File: config.mk
export PLATFORM = sky130hd
export DESIGN_NAME = mpu_i2c_engine
export DESIGN_NICKNAME = d
export VERILOG_FILES = /design/src/rtl/mpu_i2c_engine.sv
export SDC_FILE = /design/constraint.sdc
export NUM_CORES = 1
export LEC_CHECK = 0
export BUFFER_PORTS_ARGS = -buffer_cell sky130_fd_sc_hd__buf_2
export CAP_MARGIN = 5
export CORE_UTILIZATION = 59
export CTS_BUF_LIST = sky130_fd_sc_hd__clkbuf_8 sky130_fd_sc_hd__clkbuf_16
export DETAILED_ROUTE_END_ITERATION = 12
export PLACE_DENSITY_LB_ADDON = 0.25
export SETUP_SLACK_MARGIN = 0.15
export SYNTH_ARGS = -nofsm -noshare
export SYNTH_HDL_FRONTEND = slang
export SYNTH_SLANG_ARGS = --single-unit
File: constraint.sdc
create_clock -name clk -period 6.6 [get_ports clk]
set_input_delay 1.32 -clock clk [delete_from_list [all_inputs] [get_ports clk]]
set_output_delay 1.32 -clock clk [all_outputs]
set_load 0.05 [all_outputs]
File: src/rtl/mpu_i2c_engine.sv
// Bus-side I2C master for the MPU6050: START, address, n write bytes, optional
// repeated-START read of m bytes, STOP. Each bit is four CLK_DIV-clock quarters.
module mpu_i2c_engine #(
  parameter int unsigned CLK_DIV  = 250,
  parameter logic [6:0]  DEV_ADDR = 7'h68
) (
  input  logic         clk,
  input  logic         rst_n,
  input  logic         en_start,
  input  logic         rd_now,
  input  logic [15:0]  n,
  input  logic [15:0]  m,
  input  logic [127:0] data_packed,
  input  logic         sda_i,
  output logic         scl_oe,
  output logic         sda_oe,
  output logic         busy,
  output logic         done,
  output logic         ack_err,
  output logic [127:0] rd_data
);

  localparam int unsigned DW = (CLK_DIV > 1) ? $clog2(CLK_DIV) : 1;

  typedef enum logic [3:0] {
    IDLE, START, ADDR, ADDR_ACK, WR_BYTE, WR_ACK, RSTART, RD_BYTE, RD_ACK, STOP
  } state_t;

  state_t         state_q, state_d;
  logic [DW-1:0]  div_q, div_d;
  logic [1:0]     qtr_q, qtr_d;
  logic [2:0]     bit_q, bit_d;
  logic [4:0]     byte_q, byte_d;
  logic [4:0]     n_q, n_d;
  logic [4:0]     m_q, m_d;
  logic           rd_q, rd_d;
  logic           rw_q, rw_d;
  logic           smp_q, smp_d;
  logic [7:0]     sh_q, sh_d;
  logic [127:0]   wbuf_q, wbuf_d;
  logic [127:0]   rdat_q, rdat_d;
  logic           err_q, err_d;
  logic           busy_q, busy_d;
  logic           done_q, done_d;

  logic           q_end, bit_end, smp_pt, rd_ack_drive;
  logic [4:0]     n_clamp, m_clamp;

  assign q_end        = (div_q == DW'(CLK_DIV - 1));
  assign bit_end      = q_end && (qtr_q == 2'd3);
  assign smp_pt       = q_end && (qtr_q == 2'd1);
  assign rd_ack_drive = (byte_q + 5'd1) < m_q;

  assign n_clamp = (n > 16'd16) ? 5'd16 : n[4:0];
  assign m_clamp = (m == 16'd0) ? 5'd1 : ((m > 16'd16) ? 5'd16 : m[4:0]);

  always_comb begin
    state_d = state_q;
    div_d   = div_q;
    qtr_d   = qtr_q;
    bit_d   = bit_q;
    byte_d  = byte_q;
    n_d     = n_q;
    m_d     = m_q;
    rd_d    = rd_q;
    rw_d    = rw_q;
    smp_d   = smp_q;
    sh_d    = sh_q;
    wbuf_d  = wbuf_q;
    rdat_d  = rdat_q;
    err_d   = err_q;
    busy_d  = busy_q;
    done_d  = 1'b0;

    if (state_q == IDLE) begin
      div_d = '0;
      qtr_d = '0;
      if (en_start) begin
        state_d = START;
        busy_d  = 1'b1;
        err_d   = 1'b0;
        rdat_d  = '0;
        rd_d    = rd_now;
        n_d     = n_clamp;
        m_d     = m_clamp;
        wbuf_d  = data_packed;
        bit_d   = '0;
        byte_d  = '0;
      end
    end else begin
      if (q_end) begin
        div_d = '0;
        qtr_d = qtr_q + 2'd1;
      end else begin
        div_d = div_q + DW'(1);
      end

      if (smp_pt) begin
        smp_d = sda_i;
        if (state_q == RD_BYTE) sh_d = {sh_q[6:0], sda_i};
      end

      if (bit_end) begin
        unique case (state_q)
          START: begin
            state_d = ADDR;
            rw_d    = rd_q && (n_q == 5'd0);
            sh_d    = {DEV_ADDR, rd_q && (n_q == 5'd0)};
            bit_d   = '0;
          end
          ADDR, WR_BYTE: begin
            if (bit_q == 3'd7) begin
              state_d = (state_q == ADDR) ? ADDR_ACK : WR_ACK;
            end else begin
              bit_d = bit_q + 3'd1;
              sh_d  = {sh_q[6:0], 1'b0};
            end
          end
          ADDR_ACK: begin
            if (smp_q) begin
              err_d   = 1'b1;
              state_d = STOP;
            end else if (rw_q) begin
              state_d = RD_BYTE;
              bit_d   = '0;
              byte_d  = '0;
            end else if (n_q == 5'd0) begin
              state_d = STOP;
            end else begin
              state_d = WR_BYTE;
              sh_d    = wbuf_q[127:120];
              wbuf_d  = {wbuf_q[119:0], 8'h00};
              bit_d   = '0;
              byte_d  = '0;
            end
          end
          WR_ACK: begin
            if (smp_q) begin
              err_d   = 1'b1;
              state_d = STOP;
            end else if ((byte_q + 5'd1) < n_q) begin
              state_d = WR_BYTE;
              sh_d    = wbuf_q[127:120];
              wbuf_d  = {wbuf_q[119:0], 8'h00};
              bit_d   = '0;
              byte_d  = byte_q + 5'd1;
            end else begin
              state_d = rd_q ? RSTART : STOP;
            end
          end
          RSTART: begin
            state_d = ADDR;
            rw_d    = 1'b1;
            sh_d    = {DEV_ADDR, 1'b1};
            bit_d   = '0;
          end
          RD_BYTE: begin
            if (bit_q == 3'd7) state_d = RD_ACK;
            else               bit_d   = bit_q + 3'd1;
          end
          RD_ACK: begin
            for (int unsigned j = 0; j < 16; j++) begin
              if (byte_q == 5'(j)) rdat_d[127-8*j -: 8] = sh_q;
            end
            if (rd_ack_drive) begin
              state_d = RD_BYTE;
              byte_d  = byte_q + 5'd1;
              bit_d   = '0;
            end else begin
              state_d = STOP;
            end
          end
          STOP: begin
            state_d = IDLE;
            busy_d  = 1'b0;
            done_d  = 1'b1;
          end
          default: state_d = IDLE;
        endcase
      end
    end
  end

  // START/STOP/RSTART shape SDA edges while SCL is high; data bits only move SDA in Q0.
  always_comb begin
    scl_oe = 1'b0;
    sda_oe = 1'b0;
    unique case (state_q)
      IDLE: begin
        scl_oe = 1'b0;
        sda_oe = 1'b0;
      end
      START: begin
        scl_oe = (qtr_q == 2'd3);
        sda_oe = qtr_q[1];
      end
      STOP: begin
        scl_oe = (qtr_q == 2'd0);
        sda_oe = !qtr_q[1];
      end
      RSTART: begin
        scl_oe = (qtr_q == 2'd0) || (qtr_q == 2'd3);
        sda_oe = qtr_q[1];
      end
      default: begin
        scl_oe = (qtr_q == 2'd0) || (qtr_q == 2'd3);
        if ((state_q == ADDR) || (state_q == WR_BYTE)) sda_oe = !sh_q[7];
        else if (state_q == RD_ACK)                    sda_oe = rd_ack_drive;
        else                                           sda_oe = 1'b0;
      end
    endcase
  end

  always_ff @(posedge clk or negedge rst_n) begin
    if (!rst_n) begin
      state_q <= IDLE;
      div_q   <= '0;
      qtr_q   <= '0;
      bit_q   <= '0;
      byte_q  <= '0;
      n_q     <= '0;
      m_q     <= '0;
      rd_q    <= 1'b0;
      rw_q    <= 1'b0;
      smp_q   <= 1'b0;
      sh_q    <= '0;
      wbuf_q  <= '0;
      rdat_q  <= '0;
      err_q   <= 1'b0;
      busy_q  <= 1'b0;
      done_q  <= 1'b0;
    end else begin
      state_q <= state_d;
      div_q   <= div_d;
      qtr_q   <= qtr_d;
      bit_q   <= bit_d;
      byte_q  <= byte_d;
      n_q     <= n_d;
      m_q     <= m_d;
      rd_q    <= rd_d;
      rw_q    <= rw_d;
      smp_q   <= smp_d;
      sh_q    <= sh_d;
      wbuf_q  <= wbuf_d;
      rdat_q  <= rdat_d;
      err_q   <= err_d;
      busy_q  <= busy_d;
      done_q  <= done_d;
    end
  end

  assign busy    = busy_q;
  assign done    = done_q;
  assign ack_err = err_q;
  assign rd_data = rdat_q;

endmodule

==> reports/results.ini <==
[pwr]
netSwitchingFraction_pct = 21.4
power_leakage_nw = 7.73
vdd_drop_max_uv = 180
power_switching_mw = 0.823
power_density_nw_per_um2 = 238
clockPowerShare_pct = 49.4
power_frac_comb_pct = 2.4
total_power_mw = 3.84
internal_power_mw = 3.02
p_seq_share_pct = 48.2

[setup_path]
cp_slowest_cell = dfrtp_1
reg2reg_slack_ns = 2.64
cp_cell_sequence = nand3_1 > xnor2_1 > ha_1 > a21oi_1 > o21ai_0 > a21oi_1 > nor2_1 > o21ai_0 > buf_2
cp.required_ns = 5.28
rr_endpoint = wbuf_q[66]$_DFFE_PN0P_
cpPeakStageDelay_ns = 0.50
worst-path-buf-inv = 1
worstReg2RegStart = byte_q[0]$_DFFE_PN0P_
cp_max_fo = 9
end_kind = primary output
setup.worst_path.class = register to primary output
crit_arrival_ns = 2.89
r2r_cells = 12
startpoint_type = register
cp_top_family = compound AO/OA/AOI/OAI gates

[floorplanning]
start_util_pct = 60.0
dieArea_um2 = 23600
core_area_um2 = 22600
die_width_um = 153
chipHeight_um = 153
pin_count = 298
row_count = 55

[routing]
viasPerCell = 5.75
wl_met2_mm = 16.9
drtIter0Drc = 932
drc = 0
avgRoutedWirePerCell_um = 17.4
routed_wl_mm = 35.7
wl_met1_mm = 14.6
postRouteAntennaNets = 0
dr.pass1.iters = 7
vias = 11796
top_layer = met5
wl_met3_mm = 2.83

[synth]
ys_seq_elements = 302
synth_edf_count = 0
yosysUniqueCellTypes = 57
synth_async_sr_flop_share_pct = 100
ys_seq_area_share_pct = 55.8
yosys.area_share.xor_xnor_pct = 0.712
synth_top_area_share_pct = 55.8
synth_area_per_cell_um2 = 9.00
synth.top_cells.by_count = nand2_1 (307), dfrtp_1 (302), nor2_1 (164), o21ai_0 (161), nand3_1 (145)
synth_top_family_by_area = simple AND/OR/NAND/NOR gates
yosysTopAreaCell = dfrtp_1
synthAdderAreaFrac_pct = 1.85
synth_compound_area_share_pct = 14.8
yosysWarnings = 0
synth_mux_area_share_pct = 0.333
synth.most_common_cell = nand2_1
synthFlopType = dfrtp_1
synthesis.nets = 1689
synth_area_leaders = dfrtp_1 (56%), nand2_1 (8.5%), o21ai_0 (6.0%), a31oi_1 (5.7%), nand3_1 (5.4%)
syn_area_um2 = 13500
synthSimpleGateAreaFrac_pct = 22.1
synth_cells = 1504

[timing]
max_freq_mhz = 237
finalSetupViolations = 0
fin_skew_ns = 0.0217
slew_violations = 0
setup_ws_ns = 2.39
rsz0062_at_grt = false
setup_tns_ns = 0
period_needed_ns = 4.21
final_hold_viol_count = 0
finalCritPeriodShare_pct = 63.8
max-slew-margin-rel_pct = 22.3
worst-slew-pin-transition_ns = 1.17

[layout]
seqCellArea_um2 = 7560
final_cells = 2050
fin_area_um2 = 16100
layout.nets = 1919
multi_input_area_um2 = 5400
layout-drive-gt1-share_pct = 21.5
syn_to_final_growth_pct = 19.3
fillCellCount = 1756

[placement]
io_buffers = 297
dp_worst_setup_slack_ns = 2.68
routabilityCongestion = 0.876
placed_cells = 1983
hpwl_mm = 23.6
postPlaceCellArea_um2 = 15000

[hold_path]
min_from = rd_data[4]$_DFFE_PN0P_
holdPathStages = 2
min_path_type = register to register
hold-path-endpoint = rd_data[4]$_DFFE_PN0P_

[global_route]
antenna_found_initial = 8
grt_remaining_overflow = 0
grt_pass1_wl_mm = 56.8
grt_max_degree = 186
grt_util_all_layers_pct = 30.3
grt_pass1_vias = 11115

[flow_run]
drv_cap = 0

[clock_network]
cts_hold_buf = 0
post_cts_buffers = 0
cts_max_level = 2
cts.reportedPaths.clkPinSlew_ns = 0.06
root_buffer = clkbuf_16
cts.sinks = 302
cts_tree = yes
insertion_delay_ns = 0.52
cts.path.max_buffers = 3
cts_inserted_buffers = 34
post_cts_resized = 0

[outcome]
status = finished, final reports clean

registers in the layout, summed over array words and instances, names as in the netlist, 2 cells and up:
name and flops:
sh_q 8, div_q 8, state_q 4, n_q 5
qtr_q 2, m_q 5, bit_q 3, byte_q 5
rd_data 128, wbuf_q 128
layout by cell type (no fill, tap or decap), types with 16 or more instances in the layout:
master,n
nand2_1,306
dfrtp_1,302
buf_2,296
nor2_1,164
o21ai_0,161
nand3_1,145
a31oi_1,122
inv_1,34
clkbuf_16,34
ha_1,20
a21oi_1,16
worst min-delay path: stages, from the launching register on:
cell	delay [ns]
dfrtp_1	0.34
nand2_1	0.04
o21ai_0	0.06
cell families after synthesis:
kind of cell | after synthesis
xor gates and xnor gates | 11
AOI/OAI and AO/OA | 343
and+or+nand+nor | 684
buffers and inverters | 140
adders and majority gates | 20
DFF | 302
muxes | 4
metal layers:
layer  vias up  GRT usage (%)
li1       5654              -
met5         -              0
met4         2           12.0
met3        82           7.57
met1      5606           38.4
met2       452           50.1
power by group through the flow:
stage	logic, mW	registers (mW)	clock network, mW
global placement	0.0944	1.89	0
global route	0.105	1.85	1.99
floorplan	0.00435	1.89	0
detailed placement	0.0948	1.89	0
CTS	0.0954	1.85	1.92
finish	0.0928	1.85	1.90
final cells by class:
type,count,share of cell area [%]
diodes,6,0.0930
clock buffers,36,5.44
clock inverters,25,1.54
inverters,29,0.674
multi-input cells,1062,33.4
flip-flops and latches,302,46.8
well taps,285,2.21
repair buffers,305,9.79
per-stage QoR:
stage               hold WS (ns)  util (%)
floorplan                  0.431         -
global placement           0.460      66.5
detailed placement         0.470      66.5
CTS                        0.483      71.5
global route               0.513      71.5
finish                     0.481      71.5
worst max-delay path by stage:
stage | startpoint | to | slack (ns) | depth (start not counted)
after detailed placement | byte_q[0]$_DFFE_PN0P_ | wbuf_q[73]$_DFFE_PN0P_ | 2.68 | 12
after global routing | byte_q[2]$_DFFE_PN0P_ | sda_oe | 2.22 | 9
final | byte_q[2]$_DFFE_PN0P_ | sda_oe | 2.39 | 9
after floorplan | state_q[1]$_DFFE_PN0P_ | sda_oe | 2.82 | 6
after CTS | byte_q[2]$_DFFE_PN0P_ | sda_oe | 2.40 | 9
after global placement | byte_q[0]$_DFFE_PN0P_ | wbuf_q[93]$_DFFE_PN0P_ | 2.79 | 12
(Power assumes the default switching activity.)
